===== config.mk =====
export PLATFORM = sky130hd
export DESIGN_NAME = i2c_slave_rx
export DESIGN_NICKNAME = d
export VERILOG_FILES = /design/src/rtl/i2c_slave_rx.sv
export SDC_FILE = /design/constraint.sdc
export NUM_CORES = 1
export LEC_CHECK = 0
export CAP_MARGIN = 20
export CORE_UTILIZATION = 54
export DETAILED_ROUTE_END_ITERATION = 12
export PLACE_DENSITY = 0.89
export SYNTH_ARGS = -nofsm -noshare
export SYNTH_HDL_FRONTEND = slang
export SYNTH_SLANG_ARGS = --single-unit
export TNS_END_PERCENT = 10

===== constraint.sdc =====
create_clock -name clk -period 2 [get_ports clk]
set_clock_uncertainty 0.1 [all_clocks]
set_input_delay 0.2 -clock clk [delete_from_list [all_inputs] [get_ports clk]]
set_output_delay 0.2 -clock clk [all_outputs]
set_load 0.1 [all_outputs]

===== src/rtl/i2c_slave_rx.sv =====
// I2C write-only target: synchronizes SCL/SDA, decodes START/STOP, ACKs its address
// and DATA_BYTES data bytes, then presents the assembled word with a one-cycle valid.
`timescale 1ns/1ps
module i2c_slave_rx #(
   parameter logic [6:0] SLAVE_ADDR = 7'b1010101,
   parameter int         DATA_BYTES = 4
) (
   input  logic                    clk,
   input  logic                    reset,
   input  logic                    i2c_scl,
   input  logic                    i2c_sda,
   output logic                    sda_oe,
   output logic [8*DATA_BYTES-1:0] data_out,
   output logic                    data_valid,
   output logic                    addr_match,
   output logic                    busy,
   output logic                    error
);

   localparam int BW = 8*DATA_BYTES;
   localparam int CW = $clog2(DATA_BYTES+1);

   typedef enum logic [2:0] {
      IDLE, ADDR, ADDR_ACK, DATA, DATA_ACK, WAIT_STOP, IGNORE
   } state_t;

   state_t        state;
   logic [2:0]    scl_sync;
   logic [2:0]    sda_sync;
   logic [BW-1:0] shreg;
   logic [3:0]    bit_cnt;
   logic [CW-1:0] byte_cnt;

   logic scl_rise, scl_fall, start_det, stop_det, in_frame, addr_ok;

   // [0],[1] form the synchronizer, [2] is the history flop; idle bus level is high
   always_ff @(posedge clk) begin
      if (reset) begin
         scl_sync <= 3'b111;
         sda_sync <= 3'b111;
      end else begin
         scl_sync <= {scl_sync[1:0], i2c_scl};
         sda_sync <= {sda_sync[1:0], i2c_sda};
      end
   end

   assign scl_rise  =  scl_sync[1] & ~scl_sync[2];
   assign scl_fall  = ~scl_sync[1] &  scl_sync[2];
   assign start_det =  scl_sync[1] &  scl_sync[2] &  sda_sync[2] & ~sda_sync[1];
   assign stop_det  =  scl_sync[1] &  scl_sync[2] & ~sda_sync[2] &  sda_sync[1];
   assign in_frame  = (state == ADDR) || (state == ADDR_ACK) ||
                      (state == DATA) || (state == DATA_ACK);
   assign addr_ok   = (shreg[7:1] == SLAVE_ADDR) && !shreg[0];

   always_ff @(posedge clk) begin
      if (reset) begin
         state      <= IDLE;
         sda_oe     <= 1'b0;
         data_out   <= '0;
         data_valid <= 1'b0;
         addr_match <= 1'b0;
         busy       <= 1'b0;
         error      <= 1'b0;
         shreg      <= '0;
         bit_cnt    <= '0;
         byte_cnt   <= '0;
      end else begin
         data_valid <= 1'b0;
         error      <= 1'b0;
         if (stop_det) begin
            state      <= IDLE;
            busy       <= 1'b0;
            addr_match <= 1'b0;
            sda_oe     <= 1'b0;
            error      <= in_frame;
            bit_cnt    <= '0;
            byte_cnt   <= '0;
         end else if (start_det) begin
            state      <= ADDR;
            busy       <= 1'b1;
            addr_match <= 1'b0;
            sda_oe     <= 1'b0;
            error      <= in_frame;
            bit_cnt    <= '0;
            byte_cnt   <= '0;
         end else begin
            case (state)
               ADDR: begin
                  if (scl_rise) begin
                     shreg   <= {shreg[BW-2:0], sda_sync[1]};
                     bit_cnt <= bit_cnt + 4'd1;
                  end else if (scl_fall && bit_cnt == 4'd8) begin
                     bit_cnt <= '0;
                     if (addr_ok) begin
                        state      <= ADDR_ACK;
                        sda_oe     <= 1'b1;
                        addr_match <= 1'b1;
                     end else begin
                        state  <= IGNORE;
                        sda_oe <= 1'b0;
                     end
                  end
               end
               ADDR_ACK: begin
                  if (scl_fall) begin
                     sda_oe  <= 1'b0;
                     state   <= DATA;
                     bit_cnt <= '0;
                  end
               end
               DATA: begin
                  if (scl_rise) begin
                     shreg   <= {shreg[BW-2:0], sda_sync[1]};
                     bit_cnt <= bit_cnt + 4'd1;
                  end else if (scl_fall && bit_cnt == 4'd8) begin
                     state   <= DATA_ACK;
                     sda_oe  <= 1'b1;
                     bit_cnt <= '0;
                  end
               end
               DATA_ACK: begin
                  if (scl_fall) begin
                     sda_oe   <= 1'b0;
                     byte_cnt <= byte_cnt + 1'b1;
                     // the last byte's ACK has finished: publish the whole word
                     if (byte_cnt == CW'(DATA_BYTES-1)) begin
                        data_out   <= shreg;
                        data_valid <= 1'b1;
                        state      <= WAIT_STOP;
                     end else begin
                        state <= DATA;
                     end
                  end
               end
               default: ;
            endcase
         end
      end
   end

endmodule


# ---- Word-level counts from Yosys, hierarchy flattened
# Index checks and enable logic that the tools add are counted.
dict set report op_classes {
  n_addsub 2
  n_eq_ne 21
  muxes 24
  bitwise 16
  reduce_logical 23
}
# op n
set op_table {}
lappend op_table {{$mux W3} 8}
lappend op_table {{$reduce_and A7 Y1} 2}
lappend op_table {{$mux W4} 3}
lappend op_table {{$ne A3 B3 Y1 const B} 4}
lappend op_table {{$pmux W3 S4} 1}
lappend op_table {{$mux W1} 10}
lappend op_table {{$eq A3 B2 Y1 const B} 3}
lappend op_table {{$not A1 Y1} 9}
lappend op_table {{$ne A2 B2 Y1 const B} 4}
lappend op_table {{$pmux W4 S2} 1}
lappend op_table {{$reduce_and A4 Y1} 2}
lappend op_table {{$and A1 B1 Y1} 7}
lappend op_table {{$eq A7 B7 Y1 const B} 1}
lappend op_table {{$ne A2 B1 Y1 const B} 3}
lappend op_table {{$ne A3 B2 Y1 const B} 2}
lappend op_table {{$reduce_and A6 Y1} 1}
lappend op_table {{$reduce_or A2 Y1} 3}
lappend op_table {{$reduce_and A5 Y1} 1}
lappend op_table {{$reduce_bool A5 Y1} 1}
lappend op_table {{$reduce_or A5 Y1} 1}
lappend op_table {{$add A4 B1 Y4 const B} 1}
lappend op_table {{$eq A4 B4 Y1 const B} 1}
lappend op_table {{$reduce_bool A4 Y1} 1}
lappend op_table {{$add A3 B1 Y3 const B} 1}
lappend op_table {{other kinds (12)} 15}
dict set report totals {
  reg_bits 85
  input_bits 4
  output_inout_bits 37
}

# ---- Depth between registers and ports, before layout
dict set report logic_depth {
  ltp_word 7
  mapped_depth 7
  depth_no_buf 6
}

# ---- Least setup slack after synthesis
# OpenSTA, ideal clock, no wires.
dict set report synth_timing {
  path_kind {reg-to-reg}
  from {register bit_cnt[0]}
  to {register sda_oe}
  setup_ns 0.071
  arrival_time_ns 1.429
  slack_ns 0.401
  stages_incl_launch_ff 7
  n_path_buf 0
  synth_period_minus_slack_ns 1.599
  path_cell_list {dfxtp_1 inv_1 ha_1 and4b_1 o311a_1 nand2b_1 a21oi_1}
}
dict set report synth_via {
  elab_chain_cells 4
}
# item line
set synth_lines {}
lappend synth_lines {{from (decl)} 31} ;# logic [3:0] bit_cnt;
lappend synth_lines {{from (signal assigned)} 91} ;# bit_cnt <= bit_cnt + 4'd1;
lappend synth_lines {{from (signal assigned)} 114} ;# bit_cnt <= bit_cnt + 4'd1;
lappend synth_lines {{$eq A4 B4 Y1 (*)} {92, 115}}
lappend synth_lines {{$logic_and A1 B1 Y1 (*)} {92, 115}}
lappend synth_lines {{$ne A2 B1 Y1 (no line)} -}
lappend synth_lines {{$reduce_and A6 Y1 (no line) (*)} -}
lappend synth_lines {{to (signal assigned)} 96} ;# sda_oe <= 1'b1;
lappend synth_lines {{to (signal assigned)} 100} ;# sda_oe <= 1'b0;
lappend synth_lines {{to (signal assigned)} 117} ;# sda_oe <= 1'b1;
lappend synth_lines {{to (decl)} 12} ;# output logic sda_oe,
# Mark *: on every way between the ends. The rest lies on a longest branch, timed or not.
# A chain may end at the register's enable or synchronous reset.

# ---- Worst setup path after layout
dict set report layout_timing {
  from {register bit_cnt[0]}
  to {register state[1]}
}
dict set report layout_via {
  elab_chain_cells 4
}
# item line
set layout_lines {}
lappend layout_lines {{$eq A4 B4 Y1 (*)} {92, 115}}
lappend layout_lines {{$logic_and A1 B1 Y1 (*)} {92, 115}}
lappend layout_lines {{$ne A2 B1 Y1 (no line)} -}
lappend layout_lines {{$reduce_and A7 Y1 (no line) (*)} -}
lappend layout_lines {{to (signal assigned)} 95} ;# state <= ADDR_ACK;
lappend layout_lines {{to (signal assigned)} 99} ;# state <= IGNORE;
lappend layout_lines {{to (signal assigned)} 116} ;# state <= DATA_ACK;
lappend layout_lines {{to (decl)} 27} ;# state_t state;
# Marks and branches as above.

==> metrics.txt <==
RSZ-0062 raised after global routing no; post-synthesis register bit count 85; Worst setup SP type register; Critical Path AT 1810 ps; row cnt 27; Final Hold Vio Count 0; Worst setup EP type register; Remaining DRCs 0; run status completed; pin count of the biggest net entering global routing 38; maxcap violations 0; First-pass DRT Iterations 4; syn_area_per_cell 8.17 µm²; GP Congestion 0.831; Main synth FF type dfxtp_1; DR WL/cell 12.4 µm; Core ar. 5610 µm²; PD cells 799 nW/µm²; vias in the first global route 2351; CTS buffer count 9; Clock Latency Late Sink 350 ps; GRT Resource Usage Total 21.1%; Worst Hold Class register to register; fin crit share 85.1%; Synth warnings 0; Area Growth Syn to Fin 17.0%; gr ovfl total 0; Initial Utilization 57.3%; Slowest-stage cell, CP dfxtp_1; cells along the critical path inv_1 > ha_1 > and4b_1 > o311a_1 > a21oi_1 > a311oi_1; Final HPWL DP 4140 µm; syn_nets 401; Routed Antenna Nets 0; most common cell after layout, fill and taps aside nand2_1; number of port buffers 40; via count 2661; Slew headroom 72.6%; CTS tree yes; Final setup viols 0; Total Routed Length 6260 µm; post-layout min period 1700 ps; root buffer cell clkbuf_8; Slew Limit Fails 0; Setup TNS Final 0 ps; first-pass GRT wire length 10400 µm; Mapped Area 3210 µm²; num ports 41; Post CTS Setup Buffer Count 0; Antenna diodes 0; R2R setup slack 300 ps; via-per-instance ratio 5.27; FFs w/ async S/R, synth 0%; Max stage delay on crit path 380 ps; die footprint 6260 µm²; Setup Crit Path Kind register to register; layout cells sized above 1 16.4%; H-tree levels 3; f_max 588 MHz; Reg clk slew, reported paths 80 ps; Cells after Synth 393; chip height 79.1 µm; register area share after synthesis 53.0%; CTS Buffer Depth 2; peak supply drop 0.514 mV; count of cell types in the netlist 39; NumNets Final 436; die extent in x 79.1 µm; Pleak 1.37 nW; EDFF count, synth 0; CTS sink count 85; initial drt markers 200; antenna violations before repair 0; worst slew pin tran 407 ps; post-route non-filler standard cell count 505; maximum fanout along the worst path 4; most frequent cells in the layout nand2_1, dfxtp_1, a21oi_1, buf_4, clkbuf_8; Placed Cells 488; Critical Path RT 2110 ps
[cell usage after synthesis (2+ instances only)]
library cell,instances,area (µm²)
nand4bb_1,2,22.5
nor2_1,9,33.8
inv_1,8,30.0
xnor2_1,2,17.5
nor3_1,2,10.0
nand3_1,5,25.0
nand2b_1,3,18.8
buf_2,10,50.1
dfxtp_1,85,1700
ha_1,4,50.1
and4bb_1,2,25.0
or2_2,8,50.1
buf_4,4,30.0
o21ai_0,6,30.0
or3_1,2,12.5
nor2b_1,3,18.8
clkbuf_1,12,45.0
nand2_1,134,503
a21oi_1,72,360
[registers in the layout, indices dropped and copies added, names as in the netlist]
name,count
error,1
scl_sync,3
byte_cnt,3
sda_sync,3
shreg,32
sda_oe,1
busy,1
data_out,32
state,3
data_valid,1
addr_match,1
bit_cnt,4
[metal layers]
metal | wire length (µm) | share of wire [%] | vias to the layer above | track usage, %
li1 | - | - | 1358 | -
met5 | 0 | 0 | - | 0
met1 | 2960 | 47 | 1239 | 26.6
met3 | 200 | 3.2 | 12 | 5.52
met4 | 107 | 1.7 | 0 | 9.64
met2 | 3000 | 48 | 52 | 33.6
[path summary, 6_finish.rpt]
| kind | cells past startpoint | endpoint | startpoint |
|---|---|---|---|
| max | 6 | state[1] | bit_cnt[0] |
| min | 1 | sda_sync[1] | sda_sync[0] |
| min reg2reg | 1 | sda_sync[1] | sda_sync[0] |
| max reg2reg | 6 | state[1] | bit_cnt[0] |
[kinds of logic (layout without fill, tap and decap cells)]
kind of cell / Yosys count / after routing / synth area share, %
mux: 1 / 1 / 0.312
fa+ha+maj: 4 / 4 / 1.56
buf+inv: 35 / 75 / 5.18
compound gates: 85 / 85 / 14.1
flops: 85 / 85 / 53.0
xor+xnor: 3 / 3 / 0.819
simple gates: 180 / 180 / 25.1
[critical path, delay by kind of cell, from the launching register on]
family          cells  cell delay (ps)
compound gates      3              570
flops               1              380
fa+ha+maj           1              220
simple gates        1              220
buf+inv             1               70
[stage by stage]
step | cell area (µm²) | total power, mW | hold WS [ps] | setup slack [ps] | utilization (%)
floorplan | 3210 | 1.79 | 204 | 401 | -
global placement | 3540 | 1.81 | 291 | 388 | 63.2
detailed placement | 3540 | 1.81 | 304 | 320 | 63.2
CTS | 3750 | 3.02 | 304 | 307 | 67.0
global route | 3750 | 3.09 | 321 | 187 | 67.0
finish | 3750 | 3.00 | 311 | 298 | 67.0
[where the power goes]
group	internal, mW	switching (mW)
logic	0.0219	0.0457
clock network	0.647	0.582
registers	1.70	0.00776
[final cells by class]
type | instances | area, µm²
flip-flops and latches | 85 | 1700
inverters | 8 | 30.0
clock buffers | 13 | 159
multi-input cells | 273 | 1340
clock inverters | 3 | 43.8
well taps | 72 | 90.1
fillers | 467 | 1850
repair buffers | 51 | 388
[what timing repair did]
action                    4_1_cts  5_1_grt
hold buffers                    1        0
gates resized for setup         0        0
hold endpoints to repair        1        0
No activity file was read; power rests on OpenSTA's default activity.
